File: config.mk
export PLATFORM = sky130hd
export DESIGN_NAME = secret_accum_resp_flat
export DESIGN_NICKNAME = d
export VERILOG_FILES = /design/src/rtl/secret_accum_pkg.sv /design/src/rtl/secret_accum_resp_if.sv /design/src/rtl/secret_accum_rspreg.sv /design/src/rtl/secret_accum_resp.sv /design/src/flat_wrapper.sv
export SDC_FILE = /design/constraint.sdc
export NUM_CORES = 1
export LEC_CHECK = 0
export BUFFER_PORTS_ARGS = -buffer_cell sky130_fd_sc_hd__buf_2
export CAP_MARGIN = 0
export CORE_MARGIN = 3
export CORE_UTILIZATION = 49
export DETAILED_ROUTE_END_ITERATION = 10
export PLACE_DENSITY = 0.8
export SYNTH_ARGS = -nofsm -noshare
export SYNTH_HDL_FRONTEND = slang
export SYNTH_SLANG_ARGS = --single-unit
File: constraint.sdc
create_clock -name clk -period 4.1 [get_ports clk]
set_input_delay 0.41 -clock clk [delete_from_list [all_inputs] [get_ports clk]]
set_output_delay 0.41 -clock clk [all_outputs]
set_load 0.02 [all_outputs]
File: src/rtl/secret_accum_pkg.sv
// Shared defaults and response-FSM state type for the secret accumulator responder.
package secret_accum_pkg;

  localparam int DEFAULT_SECRET_VALUE = 7;
  localparam int DEFAULT_ACC_W        = 32;
  localparam int DEFAULT_ECHO_W       = 129;
  localparam int TXN_W                = 16;

  typedef enum logic {
    RSP_EMPTY = 1'b0,
    RSP_FULL  = 1'b1
  } rsp_state_e;

endpackage

File: src/rtl/secret_accum_resp_if.sv
// Request/response channel bundle between an accumulator initiator (master) and responder (slave).
interface secret_accum_resp_if
  import secret_accum_pkg::*;
#(
  parameter int ACC_W  = DEFAULT_ACC_W,
  parameter int ECHO_W = DEFAULT_ECHO_W
);

  logic              req_valid;
  logic              req_ready;
  logic [ACC_W-1:0]  accum_in;
  logic              accum_bypass;
  logic [ECHO_W-1:0] echo_in;
  logic              rsp_valid;
  logic              rsp_ready;
  logic [ACC_W-1:0]  accum_out;
  logic [ACC_W-1:0]  accum_bypass_out;
  logic [ECHO_W-1:0] echo_out;
  logic [TXN_W-1:0]  txn_count;

  modport master (
    output req_valid, accum_in, accum_bypass, echo_in, rsp_ready,
    input  req_ready, rsp_valid, accum_out, accum_bypass_out, echo_out, txn_count
  );

  modport slave (
    input  req_valid, accum_in, accum_bypass, echo_in, rsp_ready,
    output req_ready, rsp_valid, accum_out, accum_bypass_out, echo_out, txn_count
  );

endinterface

File: src/rtl/secret_accum_rspreg.sv
// Single-entry response holding register with EMPTY/FULL FSM; a new request may load
// in the same cycle the current response is taken, giving full throughput.
module secret_accum_rspreg
  import secret_accum_pkg::*;
#(
  parameter int W = 1
) (
  input  logic         clk,
  input  logic         rst,
  input  logic         req_valid,
  input  logic         rsp_ready,
  input  logic [W-1:0] d,
  output logic         req_ready,
  output logic         rsp_valid,
  output logic         accept,
  output logic [W-1:0] q
);

  rsp_state_e state_q, state_d;

  always_ff @(posedge clk) begin
    if (rst) begin
      state_q <= RSP_EMPTY;
      q       <= '0;
    end else begin
      state_q <= state_d;
      if (accept) q <= d;
    end
  end

  // Ready depends only on the response side, never on req_valid.
  always_comb begin
    state_d   = state_q;
    rsp_valid = (state_q == RSP_FULL);
    req_ready = !rsp_valid || rsp_ready;
    accept    = req_valid && req_ready;
    case (state_q)
      RSP_EMPTY: if (accept) state_d = RSP_FULL;
      RSP_FULL:  if (rsp_ready && !accept) state_d = RSP_EMPTY;
      default:   state_d = RSP_EMPTY;
    endcase
  end

endmodule

File: src/rtl/secret_accum_resp.sv
// Accumulator responder: adds operand plus a hidden constant into a running total.
// Define SECRET_ACCUM_SAT_EN to saturate the total instead of wrapping.
module secret_accum_resp
  import secret_accum_pkg::*;
#(
  parameter int SECRET_VALUE = DEFAULT_SECRET_VALUE,
  parameter int ACC_W        = DEFAULT_ACC_W,
  parameter int ECHO_W       = DEFAULT_ECHO_W
) (
  input  logic                clk,
  input  logic                rst,
  secret_accum_resp_if.slave  bus
);

  logic              accept;
  logic [ACC_W-1:0]  acc;
  logic [ACC_W-1:0]  acc_next;
  logic [ACC_W-1:0]  last_in;
  logic [TXN_W-1:0]  txn_count;
  logic [ACC_W+1:0]  sum;

  secret_accum_rspreg #(.W(ECHO_W)) u_rspreg (
    .clk       (clk),
    .rst       (rst),
    .req_valid (bus.req_valid),
    .rsp_ready (bus.rsp_ready),
    .d         (bus.echo_in),
    .req_ready (bus.req_ready),
    .rsp_valid (bus.rsp_valid),
    .accept    (accept),
    .q         (bus.echo_out)
  );

  assign sum = {2'b00, acc} + {2'b00, bus.accum_in} + (ACC_W+2)'(SECRET_VALUE);

`ifdef SECRET_ACCUM_SAT_EN
  // Once pinned at full scale the total stays there until reset.
  always_comb begin
    acc_next = sum[ACC_W-1:0];
    if (sum[ACC_W+1:ACC_W] != 2'b00 || acc == {ACC_W{1'b1}})
      acc_next = {ACC_W{1'b1}};
  end
`else
  always_comb begin
    acc_next = sum[ACC_W-1:0];
  end
`endif

  always_ff @(posedge clk) begin
    if (rst) begin
      acc       <= '0;
      last_in   <= '0;
      txn_count <= '0;
    end else if (accept) begin
      acc       <= acc_next;
      last_in   <= bus.accum_in;
      txn_count <= txn_count + 1'b1;
    end
  end

  assign bus.accum_out        = acc;
  assign bus.accum_bypass_out = bus.accum_bypass ? last_in : acc;
  assign bus.txn_count        = txn_count;

endmodule

File: src/flat_wrapper.sv
// flat-port wrapper written by rule: the top's interface ports become plain ports
module secret_accum_resp_flat import secret_accum_pkg::*;
#(
  parameter int SECRET_VALUE = DEFAULT_SECRET_VALUE,
  parameter int ACC_W        = DEFAULT_ACC_W,
  parameter int ECHO_W       = DEFAULT_ECHO_W
)
  (clk, rst, bus_req_valid, bus_accum_in, bus_accum_bypass, bus_echo_in, bus_rsp_ready, bus_req_ready, bus_rsp_valid, bus_accum_out, bus_accum_bypass_out, bus_echo_out, bus_txn_count);
  secret_accum_resp_if #(.ACC_W(ACC_W), .ECHO_W(ECHO_W)) bus_i ();
  input  logic clk;
  input  logic rst;
  input wire logic [$bits(bus_i.req_valid)-1:0] bus_req_valid;
  input wire logic [$bits(bus_i.accum_in)-1:0] bus_accum_in;
  input wire logic [$bits(bus_i.accum_bypass)-1:0] bus_accum_bypass;
  input wire logic [$bits(bus_i.echo_in)-1:0] bus_echo_in;
  input wire logic [$bits(bus_i.rsp_ready)-1:0] bus_rsp_ready;
  output wire logic [$bits(bus_i.req_ready)-1:0] bus_req_ready;
  output wire logic [$bits(bus_i.rsp_valid)-1:0] bus_rsp_valid;
  output wire logic [$bits(bus_i.accum_out)-1:0] bus_accum_out;
  output wire logic [$bits(bus_i.accum_bypass_out)-1:0] bus_accum_bypass_out;
  output wire logic [$bits(bus_i.echo_out)-1:0] bus_echo_out;
  output wire logic [$bits(bus_i.txn_count)-1:0] bus_txn_count;
  assign bus_i.req_valid = bus_req_valid;
  assign bus_i.accum_in = bus_accum_in;
  assign bus_i.accum_bypass = bus_accum_bypass;
  assign bus_i.echo_in = bus_echo_in;
  assign bus_i.rsp_ready = bus_rsp_ready;
  assign bus_req_ready = bus_i.req_ready;
  assign bus_rsp_valid = bus_i.rsp_valid;
  assign bus_accum_out = bus_i.accum_out;
  assign bus_accum_bypass_out = bus_i.accum_bypass_out;
  assign bus_echo_out = bus_i.echo_out;
  assign bus_txn_count = bus_i.txn_count;
  secret_accum_resp #(.SECRET_VALUE(SECRET_VALUE), .ACC_W(ACC_W), .ECHO_W(ECHO_W)) u_core (.clk(clk), .rst(rst), .bus(bus_i));
endmodule
==> report_table.html <==
<table>
<tr><th>Metric</th><th>Value</th></tr>
<tr><th colspan="2">Floorplanning</th></tr>
<tr><td>Starting density of the core</td><td>about half</td></tr>
<tr><td>Number of core rows</td><td>51</td></tr>
<tr><td>Area of the die</td><td>21700 um^2</td></tr>
<tr><td>Num ports</td><td>377</td></tr>
<tr><td>Vertical die dimension</td><td>147 um</td></tr>
<tr><td>Horizontal die dimension</td><td>approximately 150 um</td></tr>
<tr><td>Placeable core region</td><td>between 15000 and 20000 um^2</td></tr>
<tr><th colspan="2">Clocking</th></tr>
<tr><td>Post-cts repair resize count</td><td>0</td></tr>
<tr><td>Hold-fix buffers at CTS</td><td>0</td></tr>
<tr><td>Root buffer cell</td><td>clkbuf_16</td></tr>
<tr><td>Insertion delay of the later-clocked pin in the worst-skew pair</td><td>0.52 ns</td></tr>
<tr><td>Number of buffers created by CTS</td><td>23</td></tr>
<tr><td>Setup Fix Bufs, Post-CTS</td><td>0</td></tr>
<tr><td>Clock transition at the registers of the reported paths</td><td>0.06 ns</td></tr>
<tr><td>Number of sinks driven by the clock tree</td><td>between 200 and 250</td></tr>
<tr><td>Clock H-tree levels</td><td>1</td></tr>
<tr><td>CTS tree</td><td>yes</td></tr>
<tr><td>Max Root-Sink Buffers</td><td>3</td></tr>
<tr><th colspan="2">Power</th></tr>
<tr><td>Power density over cell area</td><td>around 490 nW/um^2</td></tr>
<tr><td>Relative contribution of combinational cells to total power</td><td>25.8%</td></tr>
<tr><td>Leakage</td><td>6.10 nW</td></tr>
<tr><td>Proportion of power drawn by the clock network</td><td>36.8%</td></tr>
<tr><td>Part of the total power dissipated in sequential elements</td><td>37.5%</td></tr>
<tr><td>VDD IR max</td><td>slightly above 0.0003 V</td></tr>
<tr><td>Int Pwr</td><td>4.20 mW</td></tr>
<tr><td>Fraction of power spent switching nets</td><td>a little under a third</td></tr>
<tr><td>P_sw</td><td>roughly 2 mW</td></tr>
<tr><th colspan="2">Timing</th></tr>
<tr><td>Highest attainable clock frequency</td><td>between 300 and 400 MHz</td></tr>
<tr><td>Final number of setup-violating endpoints</td><td>0</td></tr>
<tr><td>Remaining max-slew budget at the tightest pin</td><td>32.2%</td></tr>
<tr><td>RSZ-0062 raised after global routing</td><td>false</td></tr>
<tr><td>Sum of negative setup slack</td><td>0 ns</td></tr>
<tr><td>Clock period minus worst slack</td><td>about 3.2 ns</td></tr>
<tr><td>Post-route worst setup slack</td><td>0.890 ns</td></tr>
<tr><td>Final slew viol count</td><td>0</td></tr>
<tr><td>Slew at the pin with the worst max-slew slack</td><td>1.01 ns</td></tr>
<tr><td>Final Cycle Share</td><td>between 70% and 80%</td></tr>
<tr><td>Final hold vios</td><td>0</td></tr>
<tr><td>Final setup skew</td><td>0.0133 ns</td></tr>
<tr><th colspan="2">Synth</th></tr>
<tr><td>Most used DFF post-synth</td><td>dfxtp_1</td></tr>
<tr><td>Flip-flop and latch count after synthesis</td><td>210</td></tr>
<tr><td>Average size of a mapped cell</td><td>about 8 um^2</td></tr>
<tr><td>Library cells used by synthesis</td><td>57</td></tr>
<tr><td>Seq/Total Area, Yosys</td><td>43.0%</td></tr>
<tr><td>Synthesized cell area</td><td>9790 um^2</td></tr>
<tr><td>Total nets after synthesis</td><td>1465</td></tr>
<tr><td>Number of flops mapped to enable cells by yosys</td><td>0</td></tr>
<tr><td>Synth Warn #</td><td>0</td></tr>
<tr><td>Synth async-reset ratio</td><td>0%</td></tr>
<tr><td>Cells after synthesis</td><td>1236</td></tr>
<tr><th colspan="2">Global route</th></tr>
<tr><td>Combined global-route utilization of all metal layers</td><td>approximately a quarter</td></tr>
<tr><td>Global-route wire length before repair</td><td>45.4 mm</td></tr>
<tr><td>Initial antenna violation count</td><td>0</td></tr>
<tr><td>Largest net degree at the start of global routing</td><td>125</td></tr>
<tr><td>Number of global-route vias before repair</td><td>9187</td></tr>
<tr><td>Remaining Overflow, GRT</td><td>0</td></tr>
<tr><th colspan="2">Worst setup path</th></tr>
<tr><td>Crit path required time</td><td>4.50 ns</td></tr>
<tr><td>Startpoint kind of the worst setup timing path</td><td>register</td></tr>
<tr><td>Worst path buffer plus inverter count</td><td>2</td></tr>
<tr><td>Arrival @ worst endpoint</td><td>3.61 ns</td></tr>
<tr><td>Path type of the worst setup path</td><td>register to register</td></tr>
<tr><td>Cells along the critical path</td><td>inv_1 -&gt; ha_1 -&gt; inv_1 -&gt; ha_1 -&gt; fa_1 -&gt; a211oi_1 -&gt; o211ai_1 -&gt; nand3_1 -&gt; nand2_1 -&gt; a21o_1 -&gt; a221oi_1 -&gt; mux2_2</td></tr>
<tr><td>Critical path fanouts, max</td><td>4</td></tr>
<tr><td>Top cell family by delay on the critical path</td><td>compound AO/OA/AOI/OAI gates</td></tr>
<tr><td>Critical-path top delay cell</td><td>fa_1</td></tr>
<tr><td>Slowest cell delay on critical path</td><td>about 0.43 ns</td></tr>
<tr><td>Endpoint class of the critical path</td><td>register</td></tr>
<tr><th colspan="2">Placement</th></tr>
<tr><td>DP Worst Slack</td><td>0.771 ns</td></tr>
<tr><td>Placed instance count</td><td>1805</td></tr>
<tr><td>Number of I/O port buffers</td><td>376</td></tr>
<tr><td>Post-detailed-placement half-perimeter wirelength</td><td>20.7 mm</td></tr>
<tr><td>Routability-driven placement congestion ratio</td><td>slightly above 0.9</td></tr>
<tr><th colspan="2">Route</th></tr>
<tr><td>Count of vias placed by the detailed router</td><td>between 9000 and 10000</td></tr>
<tr><td>Antenna viol nets, final</td><td>0</td></tr>
<tr><td>Per-cell routed wire length</td><td>15.7 um</td></tr>
<tr><td>Number of design-rule violations left by the first detailed-router iteration</td><td>~570</td></tr>
<tr><td>Iteration count of the initial detailed-routing pass</td><td>5</td></tr>
<tr><td>Routed wire length</td><td>a little under 30 mm</td></tr>
<tr><td>Average vias per placed instance</td><td>roughly 5.3</td></tr>
<tr><td>Drt drc</td><td>0</td></tr>
<tr><th colspan="2">Cells and area</th></tr>
<tr><td>Share of post-route cells with drive strength above 1</td><td>between 20 and 30%</td></tr>
<tr><td>Net total in the final layout</td><td>1794</td></tr>
<tr><td>Post-layout instance count excluding filler cells</td><td>1847</td></tr>
<tr><td>Number of inserted diodes</td><td>0</td></tr>
<tr><td>Layout overhead on the synthesized area</td><td>28.5%</td></tr>
<tr><td>Most common cell after layout, fill and taps aside</td><td>nand2_1</td></tr>
<tr><td>Top library cells by usage in the layout, fill and taps aside</td><td>nand2_1 (393), buf_2 (375), dfxtp_1 (210), a21oi_1 (206), ha_1 (62)</td></tr>
<tr><td>Fraction of the core area covered by cells at the end of the flow</td><td>64.4%</td></tr>
<tr><th colspan="2">Run</th></tr>
<tr><td>Max-Cap Viols</td><td>0</td></tr>
<tr><th colspan="2">Min path</th></tr>
<tr><td>Type of the tightest min-delay check</td><td>primary input to register</td></tr>
<tr><th colspan="2">Outcome</th></tr>
<tr><td>Run status</td><td>finished, final reports clean</td></tr>
</table>
==> Yosys cell counts (all sizes together), types with 3 or more instances <==
cell type	instances	area (um^2)
inv	17	63.8
o21bai	3	22.5
nor3	7	35.0
a31oi	6	43.8
nand4	15	93.8
nor2b	3	18.8
xnor2	13	114
o211ai	5	37.5
and3	8	50.1
a211o	3	30.0
a221oi	3	26.3
nand2	394	1480
or3	3	18.8
and2	3	18.8
or4	3	22.5
a21oi	207	1040
buf	11	73.8
xor2	23	201
ha	62	776
a211oi	5	37.5
mux2	30	338
nor2	40	150
dfxtp	210	4200
o21a	4	31.3
a21o	9	76.3
o21ai	30	150
nand3	25	125
clkbuf	67	255
==> kinds of logic (layout without fill, tap and decap cells) <==
logic type      after synthesis  count (layout)  synth area share (%)
compound gates              293             293                  17.1
fa+ha+maj                    63              63                  8.13
simple gates                509             509                  21.2
buf+inv                      95             441                  4.01
xor+xnor                     36              36                  3.22
mux                          30              30                  3.45
flops                       210             210                  43.0
==> sequential cells by signal, summed over array words and instances, names as in the netlist <==
signal,cells
u_core.u_rspreg.rsp_valid,1
u_core.last_in,32
u_core.u_rspreg.q,129
u_core.bus.accum_out,32
u_core.bus.txn_count,16
==> worst reg2reg max path, cell delays in order (launching register included) <==
cell and delay, ns:
dfxtp_1 0.35, inv_1 0.07, ha_1 0.27, inv_1 0.04, ha_1 0.23, fa_1 0.43
a211oi_1 0.31, o211ai_1 0.24, nand3_1 0.15, nand2_1 0.13, a21o_1 0.23, a221oi_1 0.29
mux2_2 0.36
==> worst paths after layout <==
path | from | endpoint | slack (ns) | cells after the start
worst min-delay path | bus_echo_in[57] | u_core.u_rspreg.q[57] | 0.12 | 3
worst max-delay path | u_core.bus.accum_out[1] | u_core.bus.accum_out[31] | 0.89 | 12
worst min register to register | u_core.u_rspreg.q[124] | u_core.u_rspreg.q[124] | 0.45 | 2
worst max register to register | u_core.bus.accum_out[1] | u_core.bus.accum_out[31] | 0.89 | 12
==> cell type report <==
cell class                      count  area [um^2]
Clock inverter                     10          193
Tap cell                          265          332
Multi-Input combinational cell    931         5200
Inverter                           17         63.8
Timing Repair Buffer              382         1950
Clock buffer                       32          639
Fill cell                        1652         6950
Sequential cell                   210         4200
==> routing by layer <==
metal,global-route usage (%),vias up,wire length (um),share of wire [%]
met5,0,-,0,0
met3,5.55,59,2440,8.4
met1,30.9,4513,11400,39
met2,42.8,433,14300,49
met4,8.62,0,847,2.9
li1,-,4843,-,-
==> stage by stage <==
step	total power, mW	hold slack, ns	area, um^2
floorplan	3.46	0.433	9790
global placement	3.89	0.438	11700
detailed placement	3.92	0.443	11700
CTS	6.20	0.0981	12600
global route	6.47	0.108	12600
finish	6.16	0.121	12600
==> power groups by stage <==
stage          Clock (mW)  Combinational (mW)  Sequential, mW
3_3_place_gp            0                1.55            2.34
3_5_place_dp            0                1.57            2.35
2_1_floorplan           0               0.960            2.50
6_report             2.27                1.59            2.31
5_1_grt              2.39                1.75            2.33
4_1_cts              2.31                1.58            2.31
No activity file was read; power rests on OpenSTA's default activity.
